==> src/rtl/seq_divider.sv <==
// Signed restoring divider (MIPS DIV semantics): one quotient bit per clock, result WIDTH+2 cycles after start,
// 2 cycles for a zero divisor; start is only honoured in IDLE and is neither back-pressured nor queued otherwise.
module seq_divider #(
  parameter int WIDTH = 32
) (
  input  logic             clk,
  input  logic             reset,
  input  logic             start,
  input  logic [WIDTH-1:0] dividend,
  input  logic [WIDTH-1:0] divisor,
  output logic             busy,
  output logic             done,
  output logic             div_zero,
  output logic [WIDTH-1:0] quotient,
  output logic [WIDTH-1:0] remainder
);

  localparam int CW = $clog2(WIDTH + 1);

  typedef enum logic [1:0] {
    S_IDLE,
    S_RUN,
    S_FINISH
  } state_t;

  state_t           r_state;
  state_t           w_state_nxt;
  logic             w_load;
  logic             w_step;
  logic             w_retire;

  logic [WIDTH-1:0] r_quo;
  logic [WIDTH-1:0] r_rem;
  logic [WIDTH-1:0] r_dvs;
  logic [CW-1:0]    r_cnt;
  logic             r_sign_q;
  logic             r_sign_r;
  logic             r_dz_op;
  logic             r_done;
  logic             r_div_zero;
  logic [WIDTH-1:0] r_quotient;
  logic [WIDTH-1:0] r_remainder;

  logic [WIDTH-1:0] w_dvd_mag;
  logic [WIDTH-1:0] w_dvs_mag;
  logic [WIDTH:0]   w_rem_shift;
  logic             w_fits;
  logic [WIDTH-1:0] w_rem_sub;
  logic [WIDTH-1:0] w_quo_neg;
  logic [WIDTH-1:0] w_rem_neg;
  logic             w_divisor_zero;

  // Magnitudes stay WIDTH bits; -2^(W-1) maps onto itself and is read as unsigned.
  assign w_dvd_mag      = dividend[WIDTH-1] ? -dividend : dividend;
  assign w_dvs_mag      = divisor[WIDTH-1]  ? -divisor  : divisor;
  assign w_divisor_zero = (divisor == '0);

  // The shifted partial remainder needs WIDTH+1 bits; after a successful
  // subtraction it is below |divisor| again and fits back into WIDTH bits.
  assign w_rem_shift = {r_rem, r_quo[WIDTH-1]};
  assign w_fits      = (w_rem_shift >= {1'b0, r_dvs});
  assign w_rem_sub   = w_rem_shift[WIDTH-1:0] - r_dvs;

  assign w_quo_neg = -r_quo;
  assign w_rem_neg = -r_rem;

  always_ff @(posedge clk or posedge reset) begin
    if (reset) begin
      r_state <= S_IDLE;
    end else begin
      r_state <= w_state_nxt;
    end
  end

  always_comb begin
    w_state_nxt = r_state;
    w_load      = 1'b0;
    w_step      = 1'b0;
    w_retire    = 1'b0;
    busy        = 1'b0;
    case (r_state)
      S_IDLE: begin
        if (start) begin
          w_load      = 1'b1;
          w_state_nxt = w_divisor_zero ? S_FINISH : S_RUN;
        end
      end
      S_RUN: begin
        busy   = 1'b1;
        w_step = 1'b1;
        if (r_cnt == CW'(1)) begin
          w_state_nxt = S_FINISH;
        end
      end
      S_FINISH: begin
        w_retire    = 1'b1;
        w_state_nxt = S_IDLE;
      end
      default: begin
        w_state_nxt = S_IDLE;
      end
    endcase
  end

  always_ff @(posedge clk or posedge reset) begin
    if (reset) begin
      r_quo    <= '0;
      r_rem    <= '0;
      r_dvs    <= '0;
      r_cnt    <= '0;
      r_sign_q <= 1'b0;
      r_sign_r <= 1'b0;
      r_dz_op  <= 1'b0;
    end else if (w_load) begin
      r_dz_op <= w_divisor_zero;
      if (!w_divisor_zero) begin
        r_quo    <= w_dvd_mag;
        r_rem    <= '0;
        r_dvs    <= w_dvs_mag;
        r_cnt    <= CW'(WIDTH);
        r_sign_q <= dividend[WIDTH-1] ^ divisor[WIDTH-1];
        r_sign_r <= dividend[WIDTH-1];
      end
    end else if (w_step) begin
      r_cnt <= r_cnt - CW'(1);
      r_rem <= w_fits ? w_rem_sub : w_rem_shift[WIDTH-1:0];
      r_quo <= {r_quo[WIDTH-2:0], w_fits};
    end
  end

  // A zero-divisor operation only raises the flag; HI/LO keep the last result.
  always_ff @(posedge clk or posedge reset) begin
    if (reset) begin
      r_done      <= 1'b0;
      r_div_zero  <= 1'b0;
      r_quotient  <= '0;
      r_remainder <= '0;
    end else begin
      r_done <= w_retire;
      if (w_load && !w_divisor_zero) begin
        r_div_zero <= 1'b0;
      end else if (w_retire) begin
        if (r_dz_op) begin
          r_div_zero <= 1'b1;
        end else begin
          r_quotient  <= r_sign_q ? w_quo_neg : r_quo;
          r_remainder <= r_sign_r ? w_rem_neg : r_rem;
        end
      end
    end
  end

  assign done      = r_done;
  assign div_zero  = r_div_zero;
  assign quotient  = r_quotient;
  assign remainder = r_remainder;

endmodule
==> config.mk <==
export PLATFORM = sky130hd
export DESIGN_NAME = seq_divider
export DESIGN_NICKNAME = d
export VERILOG_FILES = /design/src/rtl/seq_divider.sv
export SDC_FILE = /design/constraint.sdc
export NUM_CORES = 1
export LEC_CHECK = 0
export CAP_MARGIN = 20
export CORE_AREA = 2 2 181 148
export DETAILED_ROUTE_END_ITERATION = 8
export DIE_AREA = 0 0 183 150
export GPL_TIMING_DRIVEN = 1
export HOLD_SLACK_MARGIN = 0.06
export PLACE_DENSITY = 0.64
export SETUP_SLACK_MARGIN = 0.02
export SLEW_MARGIN = 25
export SYNTH_ARGS = -nofsm -noshare
export SYNTH_HDL_FRONTEND = slang
export SYNTH_SLANG_ARGS = --single-unit
==> constraint.sdc <==
create_clock -name clk -period 5.9 [get_ports clk]
set_clock_uncertainty 0.2 [all_clocks]
set_input_delay 1.18 -clock clk [delete_from_list [all_inputs] [get_ports clk]]
set_output_delay 1.18 -clock clk [all_outputs]
set_load 0.05 [all_outputs]
==> results of run 1 <==
flip-flops by register name, summed over array words and instances (netlist names):
register and count:
div_zero 1, done 1, quotient 32, r_cnt 6, r_dvs 32, r_dz_op 1, r_quo 32, r_rem 32
r_sign_q 1, r_sign_r 1, r_state 2, remainder 32
power by group through the flow:
stage / Sequential, uW / Combinational [uW] / Clock (uW)
3_5_place_dp: 2380 / 5230 / 0
2_1_floorplan: 2670 / 3490 / 0
4_1_cts: 2360 / 5260 / 1100
6_report: 2380 / 5300 / 1080
3_3_place_gp: 2360 / 5140 / 0
5_1_grt: 2460 / 5880 / 1160
worst max-delay path: stages:
cell             delay [ns]
clkdlybuf4s50_1        0.48
or4_4                  0.58
or4_1                  0.44
or3_1                  0.52
nor2_4                 0.23
nand2_1                0.09
nand2_2                0.40
buf_4                  0.28
nor2_1                 0.07
a221o_1                0.26
per-layer routing:
layer  vias up  GRT usage, %  part of all wire, %
li1       4957             -                    -
met1      4733          37.2                   52
met2       304          32.9                   41
met3        26          3.43                  6.0
met4         0          5.20                  1.3
met5         -             0                    0
area by class of cell:
class                      count  share of cell area [%]
multi-input combinational   1023                    48.4
tap                          330                    3.05
inverter                      56                    1.58
clock inverter                14                   0.944
timing repair buffer         147                    10.8
sequential                   173                    32.0
clock buffer                  18                    3.17
cells in the mapped netlist, drive strengths merged (3+ instances only):
cell type | count | area (um^2)
a221o | 24 | 241
or4 | 16 | 131
a2111oi | 3 | 26.3
nand2 | 209 | 787
nor4 | 13 | 103
o31ai | 42 | 329
a31oi | 3 | 18.8
nand4 | 23 | 144
xor2 | 98 | 858
xnor2 | 46 | 403
o2111ai | 3 | 26.3
o41ai | 17 | 156
and3 | 7 | 43.8
o221ai | 5 | 43.8
and2 | 6 | 37.5
nor3 | 27 | 135
nand3 | 23 | 120
or2 | 7 | 43.8
or3 | 21 | 136
ha | 38 | 475
nand2b | 10 | 62.6
nor2b | 8 | 50.1
inv | 56 | 210
nand4b | 5 | 43.8
o211ai | 18 | 135
a22oi | 9 | 67.6
nand3b | 5 | 37.5
a32o | 5 | 50.1
a211oi | 5 | 37.5
o21ai | 166 | 831
dfrtp | 173 | 4330
nor2 | 65 | 254
o21a | 7 | 52.6
a21o | 14 | 105
a21oi | 43 | 219
clkbuf | 55 | 206
mux2i | 8 | 80.1
buf | 20 | 139
cell families (layout without fill, tap and decap cells):
family,after synthesis,after routing,share of synthesized area [%]
flip-flops,173,173,38.0
AO/OA/AOI/OAI,384,384,22.1
buffers and inverters,131,235,4.87
AND/OR/NAND/NOR,448,448,18.9
adder cells (fa/ha/maj),39,39,4.35
multiplexers,8,8,0.702
XOR/XNOR,144,144,11.1
how the worst min path moves through the flow:
stage	endpoint	cells after the start
6_report	remainder[3]$_DFFE_PP0P_	2
5_1_grt	r_state[1]$_DFFE_PP0P_	1
4_1_cts	r_state[1]$_DFFE_PP0P_	1
3_5_place_dp	r_state[1]$_DFFE_PP0P_	1
3_3_place_gp	remainder[27]$_DFFE_PP0P_	2
2_1_floorplan	r_state[1]$_DFFE_PP0P_	1
stage by stage:
step           area, um^2  utilization (%)  total power, uW
2_1_floorplan       11400                -             6160
3_3_place_gp        13000             50.4             7500
3_5_place_dp        13000             50.4             7610
4_1_cts             13500             52.5             8720
5_1_grt             13500             52.5             9500
6_report            13500             52.5             8760
==> run_results.csv, run 1 <==
group,metric,value,unit
sta,slew_headroom,26.5,%
sta,hold_viol,0,
route,drtAntennaViolNets,0,
sta,drv_slew,0,
cells_and_area,drive_gt1_share,5.31,%
clock_tree,cts_buffer_depth,2,
sta,fin_worst_hold_slack,0.278,ns
floorplanning,ios,134,
sta,period_share,74.9,%
cells_and_area,antennaDiodeCount,0,
outcome,outcome,"complete, no violations",
cells_and_area,num-fill-cells,2417,
run,drv_cap,0,
synthesis,ys.flop_type,"dfrtp_1",
synthesis,synth-seq-cells,173,
worst_setup_path,path_class,"in -> reg",
placement,dpl.cell_count,1729,
clock_tree,cts_inserted_buffers,17,
clock_tree,clk-insertion-delay-late,0.43,ns
worst_setup_path,cp-startpoint,"divisor[13]",
worst_setup_path,ff2ff_setup_slack,1.66,ns
sta,rsz0062_at_grt,"no",
power_and_ir_drop,pwr-share-clk,12.4,%
synthesis,synth_cells,1327,
sta,max_clock_freq,226,MHz
sta,layout_setup_ws,1.48,ns
power_and_ir_drop,switchingPower,4370,uW
synthesis,syn-num-nets,1433,
sta,setup_tns,0,ns
power_and_ir_drop,p_seq_share,27.1,%
floorplanning,die_area,27500,um^2
clock_tree,ctsHoldBuffers,0,
power_and_ir_drop,vdd.ir_drop.worst,0.000298,V
power_and_ir_drop,p_int,4400,uW
worst_hold_path,min_path_type,"reg -> reg",
worst_setup_path,critPathRequiredTime,6.02,ns
synthesis,yosysWarnings,0,
route,drt_pass1_iterations,5,
cells_and_area,register_area,4330,um^2
power_and_ir_drop,comb_power_share,60.5,%
cells_and_area,multi_input_area,6550,um^2
route,drc_errors,0,
synthesis,ys_seq_area_share,38.0,%
global_routing,globalRouteTotalUtil,23.3,%
cells_and_area,final_cells,1761,
power_and_ir_drop,switching_share,49.8,%
floorplanning,start_util,44.3,%
placement,post-place-ws,1.05,ns
floorplanning,core-area,25700,um^2
worst_setup_path,arrival,4.54,ns
synthesis,synth_edf_count,0,
sta,post-route-min-period,4.42,ns
worst_setup_path,critPathLaunchType,"input port",
route,wl,31200,um
worst_hold_path,hold_start,"remainder[3]$_DFFE_PP0P_",
clock_tree,cts_root_buf,"clkbuf_16",
cells_and_area,final_common_cell,"nand2_1",
cells_and_area,syn2layout_area_growth,18.6,%
power_and_ir_drop,p_per_area,648,nW/um^2
cells_and_area,nets,1524,
synthesis,syn_area,11400,um^2
clock_tree,cts_tree,"done",
route,wire_per_inst,17.7,um
clock_tree,cts.clk_slew.worst_paths,0.07,ns
route,num_vias,10000,
clock_tree,cts_resized,0,
route,vias_per_cell,5.69,
worst_setup_path,crit_end,"r_quo[14]$_DFFE_PP0P_",
synthesis,synth_cell_types,76,
global_routing,gr-total-overflow,0,
power_and_ir_drop,p_leak,0.00556,uW
global_routing,grt_max_degree,174,
synthesis,syn_area_per_cell,8.59,um^2
floorplanning,die_w,183,um
worst_setup_path,cp_max_fo,24,
floorplanning,die_h,150,um
worst_setup_path,worst_r2r_path_depth,8,
route,drtIter0Drc,712,
sta,tightest_slew,1.09,ns
placement,io_buffers,133,
worst_setup_path,r2r-end,"r_rem[23]$_DFFE_PP0P_",
worst_setup_path,cp-end-kind,"flip-flop",
placement,gp_congestion,0.931,
cells_and_area,final_cell_mix,"nand2_1 (208), dfrtp_1 (173), o21ai_0 (160)",
floorplanning,num_rows,53,
sta,setup_violations,0,
global_routing,grt_pass1_wl,50900,um
clock_tree,postCtsSetupRepairBufs,0,
worst_setup_path,r2r_start,"r_rem[5]$_DFFE_PP0P_",
placement,dp_hpwl,22700,um
clock_tree,htree_num_levels,4,
synthesis,synth-async-reset-ratio,100,%
clock_tree,numClockSinks,173,
global_routing,grt_pass1_vias,9369,
global_routing,antenna_found_initial,0,
Power figures use the tool's default switching activity.
==> inputs of run 2 (changes only) <==
PLACE_DENSITY = 0.62   (was 0.64)
clock period = 4.1 ns   (was 5.9 ns; I/O delays follow)
==> run 2 against run 1 <==
Sequential share of layout area shrank 0.72 points. Critical endpoint is now r_rem[27]$_DFFE_PP0P_. Power rose by 47%. Core utilization grew 1.2 points. Cell area up 2.3%. Global-route usage down 0.18 points. Worst hold slack lost 0.016 ns. Clock power rose by 55%. Largest cell class unchanged.
==> run_results.csv, run 2 (synthesized netlist as in run 1, its figures left out) <==
group,metric,value,unit
power_and_ir_drop,p_total,12900,uW
floorplanning,die_h,150,um
clock_tree,numClockSinks,173,
worst_setup_path,arrival,3.71,ns
floorplanning,die_w,183,um
sta,post-route-min-period,3.59,ns
global_routing,gr-total-overflow,0,
worst_setup_path,critPathLaunchType,"flip-flop",
outcome,outcome,"complete, no violations",
route,wl,31000,um
clock_tree,htree_num_levels,4,
global_routing,grt_max_degree,67,
clock_tree,cts_inserted_buffers,17,
route,drtIter0Drc,711,
cells_and_area,drive_gt1_share,7.31,%
route,vias_per_cell,5.67,
placement,gp_congestion,0.899,
clock_tree,cts_root_buf,"clkbuf_16",
cells_and_area,final_common_cell,"nand2_1",
worst_setup_path,slowest_stage,"ha_1",
sta,drv_slew,0,
route,drc_errors,0,
sta,tightest_slew,0.924,ns
worst_setup_path,path_class,"reg -> reg",
placement,dpl.cell_count,1762,
floorplanning,start_util,44.3,%
cells_and_area,nets,1557,
clock_tree,cts.clk_slew.worst_paths,0.07,ns
worst_setup_path,cp_max_fo,21,
cells_and_area,num-fill-cells,2380,
worst_setup_path,cp-end-kind,"flip-flop",
cells_and_area,final_cells,1794,
sta,hold_viol,0,
worst_setup_path,cp_slowest_stage_delay,0.51,ns
clock_tree,cts_tree,"done",
clock_tree,cts_resized,0,
route,drtAntennaViolNets,0,
global_routing,antenna_found_initial,0,
cells_and_area,fin_area,13800,um^2
placement,place_area,13200,um^2
clock_tree,ctsHoldBuffers,0,
sta,period_share,87.6,%
floorplanning,ios,134,
clock_tree,clk-insertion-delay-late,0.44,ns
cells_and_area,antennaDiodeCount,0,
floorplanning,die_area,27500,um^2
power_and_ir_drop,vdd.ir_drop.worst,0.000445,V
clock_tree,cts_buffer_depth,2,
route,wire_per_inst,17.3,um
global_routing,grt_pass1_vias,9286,
run,drv_cap,0,
clock_tree,postCtsSetupRepairBufs,0,
placement,dp_hpwl,23500,um
worst_setup_path,critPathRequiredTime,4.22,ns
floorplanning,core-area,25700,um^2
sta,setup_tns,0,ns
cells_and_area,final_cell_mix,"nand2_1 (208), dfrtp_1 (173), o21ai_0 (160)",
global_routing,grt_pass1_wl,50300,um
sta,max_clock_freq,278,MHz
route,num_vias,10200,
route,drt_pass1_iterations,5,
global_routing,globalRouteTotalUtil,23.2,%
sta,rsz0062_at_grt,"no",
cells_and_area,syn2layout_area_growth,21.3,%
worst_setup_path,crit_chain,"ha_1 > and3_1 > o2111ai_1 > a21oi_1 > o211a_1 > o211ai_1 > a21oi_1 > buf_4 > nor2_1 > buf_4 > a311o_1",
power_and_ir_drop,p_per_area,932,nW/um^2
sta,slew_headroom,38.2,%
power_and_ir_drop,p_leak,0.00575,uW
floorplanning,num_rows,53,
placement,io_buffers,133,
sta,setup_violations,0,
worst_hold_path,min_path_type,"reg -> reg",
-- run 2: changes by cell type in the layout (fill, tap and decap cells not counted), sizes merged --
cell and delta:
clkbuf +1, inv -2, clkinv -2, clkinvlp +1
bufinv +2, buf +33
-- run 2: where the power goes --
group	internal, uW	switching [uW]
Clock	928	741
Sequential	2480	813
Combinational	3210	4720
-- run 2: final timing paths --
check	startpoint	end	slack, ns	depth (start not counted)
setup / recovery	r_rem[9]$_DFFE_PP0P_	r_rem[27]$_DFFE_PP0P_	0.51	11
hold / removal	r_state[1]$_DFFE_PP0P_	r_state[1]$_DFFE_PP0P_	0.26	1
setup reg to reg	r_rem[9]$_DFFE_PP0P_	r_rem[27]$_DFFE_PP0P_	0.51	11
hold reg to reg	r_state[1]$_DFFE_PP0P_	r_state[1]$_DFFE_PP0P_	0.26	1
max in group asynchronous	reset	quotient[30]$_DFFE_PP0P_	2.36	3
min in group asynchronous	reset	r_quo[15]$_DFFE_PP0P_	0.59	2
-- run 2: critical path: cells and delay by family, from the launching register on --
kind	cells	cell delay, ns
AO/OA/AOI/OAI	6	1.43
adder cells (fa/ha/maj)	1	0.51
buffers and inverters	2	0.49
flip-flops	1	0.48
AND/OR/NAND/NOR	2	0.36
-- run 2: layout make-up --
class                   count  area, um^2  share of cell area (%)
repair buffers            180        1740                    12.6
clock buffers              19         443                    3.20
well taps                 330         413                    2.99
inverters                  56         214                    1.55
clock inverters            13         154                    1.11
multi-input cells        1023        6540                    47.2
flip-flops and latches    173        4330                    31.3
-- run 2: per-layer routing --
layer | track usage [%] | vias to the layer above | part of all wire [%]
li1 | - | 5022 | -
met1 | 36.7 | 4807 | 52
met2 | 32.0 | 322 | 40
met3 | 4.79 | 24 | 7.3
met4 | 4.80 | 0 | 0.86
met5 | 0 | - | 0
-- run 2: per-stage QoR --
stage	setup slack [ns]	utilization [%]	hold slack (ns)
detailed placement	0.0669	51.4	0.252
global placement	0.128	51.4	0.249
finish	0.507	53.8	0.261
global route	0.304	53.8	0.304
floorplan	0.611	-	0.227
CTS	0.529	53.8	0.263
